==> src/rtl/sequential_restoring_divider.sv <==
// Iterative radix-2 restoring divider, unsigned, one quotient bit per cycle, MSB first.
// Optional macro DIVIDER_ZERO_BYPASS_EN: a zero divisor skips the iterations and completes in one cycle.
module sequential_restoring_divider #(
  parameter int DATA_WIDTH    = 32,
  parameter int COUNTER_WIDTH = $clog2(DATA_WIDTH)
) (
  input  logic                  clk_i,
  input  logic                  rst_i,
  input  logic                  clear_i,
  input  logic [DATA_WIDTH-1:0] dividend_i,
  input  logic [DATA_WIDTH-1:0] divisor_i,
  input  logic                  data_valid_i,
  output logic [DATA_WIDTH-1:0] quotient_o,
  output logic [DATA_WIDTH-1:0] remainder_o,
  output logic                  divide_by_zero_o,
  output logic                  data_valid_o,
  output logic                  idle_o
);

  typedef enum logic [1:0] {
    S_IDLE   = 2'd0,
    S_DIVIDE = 2'd1,
    S_DONE   = 2'd2
  } state_t;

  state_t                   r_state;
  state_t                   w_state_next;

  logic [DATA_WIDTH-1:0]    r_divisor;
  logic [DATA_WIDTH-1:0]    r_q;
  logic [DATA_WIDTH-1:0]    r_rem;
  logic [COUNTER_WIDTH-1:0] r_cnt;
  logic                     r_dbz;

  logic [DATA_WIDTH-1:0]    r_quotient;
  logic [DATA_WIDTH-1:0]    r_remainder;
  logic                     r_dbz_out;

  logic [DATA_WIDTH-1:0]    w_shifted;
  logic [DATA_WIDTH:0]      w_trial;
  logic                     w_fits;
  logic [DATA_WIDTH-1:0]    w_rem_next;
  logic [DATA_WIDTH-1:0]    w_q_next;
  logic                     w_div_zero;
  logic                     w_cnt_zero;

  // Before the final shift the partial remainder is below 2^(W-1), so dropping its MSB loses nothing.
  assign w_shifted  = {r_rem[DATA_WIDTH-2:0], r_q[DATA_WIDTH-1]};
  assign w_trial    = {1'b0, w_shifted} - {1'b0, r_divisor};
  assign w_fits     = ~w_trial[DATA_WIDTH];
  assign w_rem_next = w_fits ? w_trial[DATA_WIDTH-1:0] : w_shifted;
  assign w_q_next   = {r_q[DATA_WIDTH-2:0], w_fits};
  assign w_div_zero = (divisor_i == '0);
  assign w_cnt_zero = (r_cnt == '0);

  always_ff @(posedge clk_i or posedge rst_i) begin
    if (rst_i) begin
      r_state <= S_IDLE;
    end else begin
      r_state <= w_state_next;
    end
  end

  always_comb begin
    w_state_next = r_state;
    idle_o       = 1'b0;
    data_valid_o = 1'b0;
    case (r_state)
      S_IDLE: begin
        idle_o = 1'b1;
        if (data_valid_i) begin
`ifdef DIVIDER_ZERO_BYPASS_EN
          w_state_next = w_div_zero ? S_DONE : S_DIVIDE;
`else
          w_state_next = S_DIVIDE;
`endif
        end
      end
      S_DIVIDE: begin
        if (w_cnt_zero) w_state_next = S_DONE;
      end
      S_DONE: begin
        data_valid_o = 1'b1;
        w_state_next = S_IDLE;
      end
      default: w_state_next = S_IDLE;
    endcase
    // Flush wins over everything, including a pending result pulse.
    if (clear_i) begin
      w_state_next = S_IDLE;
      data_valid_o = 1'b0;
    end
  end

  always_ff @(posedge clk_i or posedge rst_i) begin
    if (rst_i) begin
      r_divisor   <= '0;
      r_q         <= '0;
      r_rem       <= '0;
      r_cnt       <= '0;
      r_dbz       <= 1'b0;
      r_quotient  <= '0;
      r_remainder <= '0;
      r_dbz_out   <= 1'b0;
    end else if (clear_i) begin
      r_cnt <= '0;
    end else begin
      case (r_state)
        S_IDLE: begin
          if (data_valid_i) begin
            r_divisor <= divisor_i;
            r_q       <= dividend_i;
            r_rem     <= '0;
            r_cnt     <= COUNTER_WIDTH'(DATA_WIDTH - 1);
            r_dbz     <= w_div_zero;
`ifdef DIVIDER_ZERO_BYPASS_EN
            if (w_div_zero) begin
              r_cnt       <= '0;
              r_quotient  <= '1;
              r_remainder <= dividend_i;
              r_dbz_out   <= 1'b1;
            end
`endif
          end
        end
        S_DIVIDE: begin
          r_rem <= w_rem_next;
          r_q   <= w_q_next;
          // Publish on the last iteration so results are stable throughout DONE.
          if (w_cnt_zero) begin
            r_quotient  <= w_q_next;
            r_remainder <= w_rem_next;
            r_dbz_out   <= r_dbz;
          end else begin
            r_cnt <= r_cnt - COUNTER_WIDTH'(1);
          end
        end
        default: ;
      endcase
    end
  end

  assign quotient_o       = r_quotient;
  assign remainder_o      = r_remainder;
  assign divide_by_zero_o = r_dbz_out;

endmodule

==> config.mk <==
export PLATFORM = sky130hd
export DESIGN_NAME = sequential_restoring_divider
export DESIGN_NICKNAME = d
export VERILOG_FILES = /design/src/rtl/sequential_restoring_divider.sv
export SDC_FILE = /design/constraint.sdc
export NUM_CORES = 1
export LEC_CHECK = 0
export CAP_MARGIN = 5
export CORE_ASPECT_RATIO = 2
export CORE_UTILIZATION = 32
export DETAILED_ROUTE_END_ITERATION = 16
export GPL_ROUTABILITY_DRIVEN = 1
export SYNTH_ARGS = -nofsm -noshare
export SYNTH_HDL_FRONTEND = slang
export SYNTH_SLANG_ARGS = --single-unit
==> constraint.sdc <==
create_clock -name clk_i -period 11.25 [get_ports clk_i]
set_input_delay 2.8125 -clock clk_i [delete_from_list [all_inputs] [get_ports clk_i]]
set_output_delay 2.8125 -clock clk_i [all_outputs]
set_load 0.05 [all_outputs]
==> results of run 1 <==
==> area by class of cell <==
type | instances | area (µm²)
inverters | 43 | 166
flip-flops and latches | 168 | 4200
well taps | 348 | 435
multi-input cells | 735 | 4250
fillers | 2768 | 15900
clock inverters | 14 | 213
repair buffers | 141 | 1390
clock buffers | 18 | 429
==> power groups by stage <==
stage | Sequential (mW) | Combinational (mW) | Clock (mW)
floorplan | 1.19 | 0.861 | 0
global placement | 0.935 | 1.57 | 0
detailed placement | 0.934 | 1.59 | 0
CTS | 0.926 | 1.59 | 0.663
global route | 0.947 | 1.72 | 0.686
finish | 0.924 | 1.58 | 0.647
==> cells in the final DEF, fill, tap and decap left out, types with 6 or more instances in the layout <==
cell | Yosys | layout
a211oi_1 | 6 | 6
a21o_1 | 15 | 15
a21oi_1 | 30 | 30
a22o_1 | 6 | 6
a31oi_1 | 40 | 40
buf_4 | 0 | 7
clkbuf_16 | 0 | 17
clkdlybuf4s50_1 | 0 | 134
dfrtp_1 | 168 | 168
ha_1 | 34 | 34
inv_1 | 43 | 41
mux2_2 | 6 | 6
mux2i_1 | 23 | 23
nand2_1 | 273 | 272
nand2b_1 | 9 | 9
nand3_1 | 13 | 13
nand4_1 | 6 | 6
nor2_1 | 61 | 60
nor3_1 | 7 | 7
nor4_1 | 9 | 9
o211ai_1 | 10 | 10
o21ai_0 | 81 | 81
o21ai_1 | 13 | 13
xnor2_1 | 13 | 13
xor2_1 | 11 | 11
==> routing by layer <==
metal	vias up	part of all wire [%]	track usage, %
met1	3578	38	19.4
met3	38	4.2	4.02
met4	0	2.9	8.06
met5	-	0	0
met2	178	55	35.1
li1	3646	-	-
==> registers in the layout (all words and copies together) (netlist names) <==
| signal | count |
|---|---|
| r_cnt | 5 |
| r_q | 32 |
| r_rem | 31 |
| r_divisor | 32 |
| r_state | 2 |
| divide_by_zero_o | 1 |
| quotient_o | 32 |
| remainder_o | 32 |
| r_dbz | 1 |
==> metrics by stage <==
stage	hold slack, ns	total power, mW	util (%)	instance area, µm²	setup WS (ns)
floorplan	0.439	2.05	-	8800	3.89
global placement	0.461	2.50	38.7	10400	3.87
finish	0.479	3.15	41.0	11100	3.86
global route	0.501	3.36	41.0	11100	3.77
detailed placement	0.462	2.52	38.7	10400	3.85
CTS	0.485	3.18	41.0	11100	3.84
==> cells by family (layout without fill, tap and decap cells) <==
kind of cell / count (synthesis) / count (layout) / share of synthesized area [%]
simple gates: 405 / 405 / 19.4
compound gates: 241 / 241 / 17.6
flops: 168 / 168 / 47.8
buf+inv: 93 / 216 / 4.27
fa+ha+maj: 35 / 35 / 5.06
mux: 30 / 30 / 3.55
xor+xnor: 24 / 24 / 2.39
==> final timing paths <==
check                            endpoint  cells after the start            from
max                          data_valid_o                      3         clear_i
min                        quotient_o[28]                      2  quotient_o[28]
max reg2reg                        r_q[6]                      4      r_state[0]
min reg2reg                quotient_o[28]                      2  quotient_o[28]
max in group asynchronous         r_q[27]                      3           rst_i
min in group asynchronous  remainder_o[8]                      2           rst_i
==> worst register-to-register path, stage by stage (launching register included) <==
cell and delay (ns):
dfrtp_1 0.50, nor2b_4 0.86, nand2b_1 0.85, nand2_2 1.13, a31oi_1 0.22
==> flow_metrics.env, run 1 <==
export IMPL_endpoint_kind="output port"
export IMPL_antenna_left=0
export IMPL_cp_start_kind="input pin"
export IMPL_path_cells="clkdlybuf4s50_1 > nor3b_1 > clkdlybuf4s50_1"
export IMPL_grt_pass1_vias=7490
export IMPL_syn_area_mm2=0.00880
export IMPL_rows=85
export IMPL_power_switching_mw=1.41
export IMPL_synth_edf_count=0
export IMPL_switching_share_pct=44.7
export IMPL_clkPwrFrac_pct=20.5
export IMPL_gp_congestion=0.872
export IMPL_yosysMostFrequentCell="nand2_1"
export IMPL_ir_worst_vdd_mv=0.128
export IMPL_cts_buffers=17
export IMPL_synth_seq_cells=168
export IMPL_grt_usage_pct=18.6
export IMPL_ys_seq_area_share_pct=47.8
export IMPL_core_mm2=0.0270
export IMPL_cts_hold_buf=0
export IMPL_htreeDepth=4
export IMPL_synth_top_area_share_pct=47.8
export IMPL_globalRoute_totalOverflow=0
export IMPL_final_cells=1467
export IMPL_cp_top_family="buffers and inverters"
export IMPL_clock_sinks=168
export IMPL_die_x_um=119
export IMPL_die_area_mm2=0.0282
export IMPL_worst_pin_slew_ns=1.12
export IMPL_start_util_pct=32.6
export IMPL_die_y_um=237
export IMPL_period_share_pct=65.7
export IMPL_worstPathRequired_ns=8.44
export IMPL_antenna_found_initial=0
export IMPL_vias=7440
export IMPL_dr_pass1_iters=5
export IMPL_synthCells=996
export IMPL_min_path_type="register to register"
export IMPL_cp_arrival_ns=4.58
export IMPL_r2r_setup_slack_ns=7.51
export IMPL_wl_um=25200
export IMPL_synthTopCellsByArea="dfrtp_1 (48%), nand2_1 (12%), ha_1 (4.8%), o21ai_0 (4.6%), a31oi_1 (2.8%)"
export IMPL_synth_top_cell_by_area="dfrtp_1"
export IMPL_status="finished, final reports clean"
export IMPL_setup_viol=0
export IMPL_relSlewSlack_pct=25.0
export IMPL_area_growth_pct=26.0
export IMPL_clk_path_buf_depth=2
export IMPL_synth_nets=1099
export IMPL_ys_warn_count=0
export IMPL_yosysUniqueCellTypes=62
export IMPL_finalClockSkew_ns=0.0121
export IMPL_diodes=0
export IMPL_io_buffers=134
export IMPL_comb_power_share_pct=50.2
export IMPL_syn_area_per_cell_um2=8.84
export IMPL_power_leakage_nw=4.97
export IMPL_fmax_mhz=135
export IMPL_synth_flop_cell="dfrtp_1"
export IMPL_cts_reportedPaths_clkPinSlew_ns=0.06
export IMPL_cts_repair_resized=0
export IMPL_via_per_inst=5.07
export IMPL_slew_violations=0
export IMPL_criticalPathCategory="input pin to output port"
export IMPL_dp_cells=1435
export IMPL_p_seq_share_pct=29.3
export IMPL_power_internal_mw=1.75
export IMPL_finalNetCount=1209
export IMPL_root_buffer="clkbuf_16"
export IMPL_crit_path_max_fanout=12
export IMPL_netlist_top_cells_count="nand2_1 (273), dfrtp_1 (168), o21ai_0 (81)"
export IMPL_setup_tns_ns=0
export IMPL_final_hold_violation_count=0
export IMPL_drcViolationCount=0
export IMPL_p_per_area_mw_per_mm2=284
export IMPL_num_io_pins=135
export IMPL_first_iter_violations=303
export IMPL_slowest_stage="clkdlybuf4s50_1"
export IMPL_fin_crit_ns=7.39
export IMPL_drive_gt1_share_pct=5.72
export IMPL_post_cts_setup_buffers=0
export IMPL_synth_async_reset_ratio_pct=100
export IMPL_slowest_delay_ns=0.83
export IMPL_maxCapViolations=0
export IMPL_wl_per_cell_um=17.2
export IMPL_grt_pass1_wl_um=40200
export IMPL_rsz0062_at_grt="no"
export IMPL_cts_tree="yes"
export IMPL_grt_max_degree=102
export IMPL_clk_latency_ns=0.45
export IMPL_dpl_hpwl_um=18400
export IMPL_cpMostUsedCell="clkdlybuf4s50_1"
export IMPL_timing_critical_path_buf_inv=2
Note: power is estimated with default switching activity, not from simulation.
==> inputs of run 2 (changes only) <==
==> constraint.sdc (replaced) <==
create_clock -name clk_i -period 7.2 [get_ports clk_i]
set_input_delay 1.8 -clock clk_i [delete_from_list [all_inputs] [get_ports clk_i]]
set_output_delay 1.8 -clock clk_i [all_outputs]
set_load 0.05 [all_outputs]
==> flow_metrics.env, run 2 (same netlist as run 1, synthesis figures left out) <==
export IMPL_final_hold_violation_count=0
export IMPL_vias=7404
export IMPL_p_seq_share_pct=29.6
export IMPL_core_mm2=0.0270
export IMPL_maxCapViolations=0
export IMPL_clock_sinks=168
export IMPL_final_cells=1468
export IMPL_grt_max_degree=73
export IMPL_clk_latency_ns=0.45
export IMPL_post_route_cell_area_mm2=0.0111
export IMPL_pre_cts_ws_ns=1.81
export IMPL_grt_usage_pct=18.9
export IMPL_wl_um=25200
export IMPL_criticalPathCategory="input pin to output port"
export IMPL_period_share_pct=74.5
export IMPL_rows=85
export IMPL_grt_pass1_vias=7568
export IMPL_cp_top_family="buffers and inverters"
export IMPL_grt_pass1_wl_um=40800
export IMPL_timing_critical_path_buf_inv=2
export IMPL_final_cell_mix="nand2_1 (272), dfrtp_1 (168), clkdlybuf4s50_1 (134)"
export IMPL_cts_buffers=17
export IMPL_setup_tns_ns=0
export IMPL_power_leakage_nw=4.97
export IMPL_drcViolationCount=0
export IMPL_diodes=0
export IMPL_clk_path_buf_depth=2
export IMPL_crit_path_max_fanout=12
export IMPL_setup_viol=0
export IMPL_cts_hold_buf=0
export IMPL_worst_pin_slew_ns=1.09
export IMPL_via_per_inst=5.04
export IMPL_path_cells="clkdlybuf4s50_1 > nor3b_1 > clkdlybuf4s50_1"
export IMPL_p_per_area_mw_per_mm2=439
export IMPL_final_setup_worst_slack_ns=1.83
export IMPL_fmax_mhz=186
export IMPL_cts_repair_resized=0
export IMPL_switching_share_pct=44.4
export IMPL_ir_worst_vdd_mv=0.237
export IMPL_dpl_hpwl_um=18400
export IMPL_first_iter_violations=286
export IMPL_comb_power_share_pct=50.7
export IMPL_placed_cell_area_mm2=0.0105
export IMPL_finalPower_mw=4.86
export IMPL_rsz0062_at_grt="no"
export IMPL_start_util_pct=32.6
export IMPL_hold_ws_ns=0.477
export IMPL_status="finished, final reports clean"
export IMPL_cp_arrival_ns=3.57
export IMPL_relSlewSlack_pct=27.4
export IMPL_gp_congestion=0.896
export IMPL_finalClockSkew_ns=0.0117
export IMPL_antenna_found_initial=0
export IMPL_root_buffer="clkbuf_16"
export IMPL_drive_gt1_share_pct=5.89
export IMPL_num_io_pins=135
export IMPL_layout_commonest_cell="nand2_1"
export IMPL_worstPathRequired_ns=5.40
export IMPL_cpMostUsedCell="clkdlybuf4s50_1"
export IMPL_dp_cells=1438
export IMPL_clkPwrFrac_pct=19.7
export IMPL_die_x_um=119
export IMPL_area_growth_pct=25.8
export IMPL_post_cts_setup_buffers=0
export IMPL_wl_per_cell_um=17.2
export IMPL_cts_reportedPaths_clkPinSlew_ns=0.06
export IMPL_slowest_stage="clkdlybuf4s50_1"
export IMPL_finalNetCount=1212
export IMPL_slew_violations=0
export IMPL_htreeDepth=4
export IMPL_slowest_delay_ns=0.84
export IMPL_antenna_left=0
export IMPL_die_area_mm2=0.0282
export IMPL_min_path_type="register to register"
export IMPL_fin_crit_ns=5.37
export IMPL_cts_tree="yes"
export IMPL_dr_pass1_iters=5
export IMPL_power_internal_mw=2.70
export IMPL_io_buffers=134
export IMPL_fin_util_pct=41.0
export IMPL_die_y_um=237
export IMPL_endpoint_kind="output port"
export IMPL_globalRoute_totalOverflow=0
export IMPL_power_switching_mw=2.16
export IMPL_cp_start_kind="input pin"
==> run 2: power groups by stage <==
| stage | Sequential, mW | Combinational, mW | Clock (mW) |
|---|---|---|---|
| floorplan | 1.85 | 1.35 | 0 |
| global placement | 1.45 | 2.45 | 0 |
| detailed placement | 1.45 | 2.47 | 0 |
| CTS | 1.44 | 2.48 | 0.984 |
| global route | 1.47 | 2.69 | 1.02 |
| finish | 1.44 | 2.46 | 0.958 |
==> run 2: path summary, 6_finish.rpt <==
check,from,to,slack (ns),cells after the start
min reg2reg,remainder_o[16],remainder_o[16],0.48,2
min in group asynchronous,rst_i,quotient_o[7],1.82,2
max in group asynchronous,rst_i,quotient_o[24],4.16,3
max reg2reg,r_q[31],remainder_o[8],3.61,12
max,clear_i,data_valid_o,1.83,3
min,remainder_o[16],remainder_o[16],0.48,2
==> run 2: tightest hold or removal path, delay by kind of cell, from the launching register on <==
kind / cells / cell delay, ns
AO/OA/AOI/OAI: 1 / 0.06
AND/OR/NAND/NOR: 1 / 0.04
flip-flops: 1 / 0.34
==> run 2: cell type report <==
type                    count  area (µm²)
flip-flops and latches    168        4200
inverters                  43         166
fillers                  2769       15900
multi-input cells         735        4250
clock inverters            11         149
well taps                 348         435
repair buffers            144        1420
clock buffers              19         453
==> run 2: metal layers <==
metal / GRT usage (%) / part of all wire (%) / up-vias
met3: 4.50 / 4.8 / 37
met5: 0 / 0 / -
met2: 35.0 / 54 / 187
li1: - / - / 3656
met1: 19.9 / 38 / 3524
met4: 8.17 / 3.3 / 0
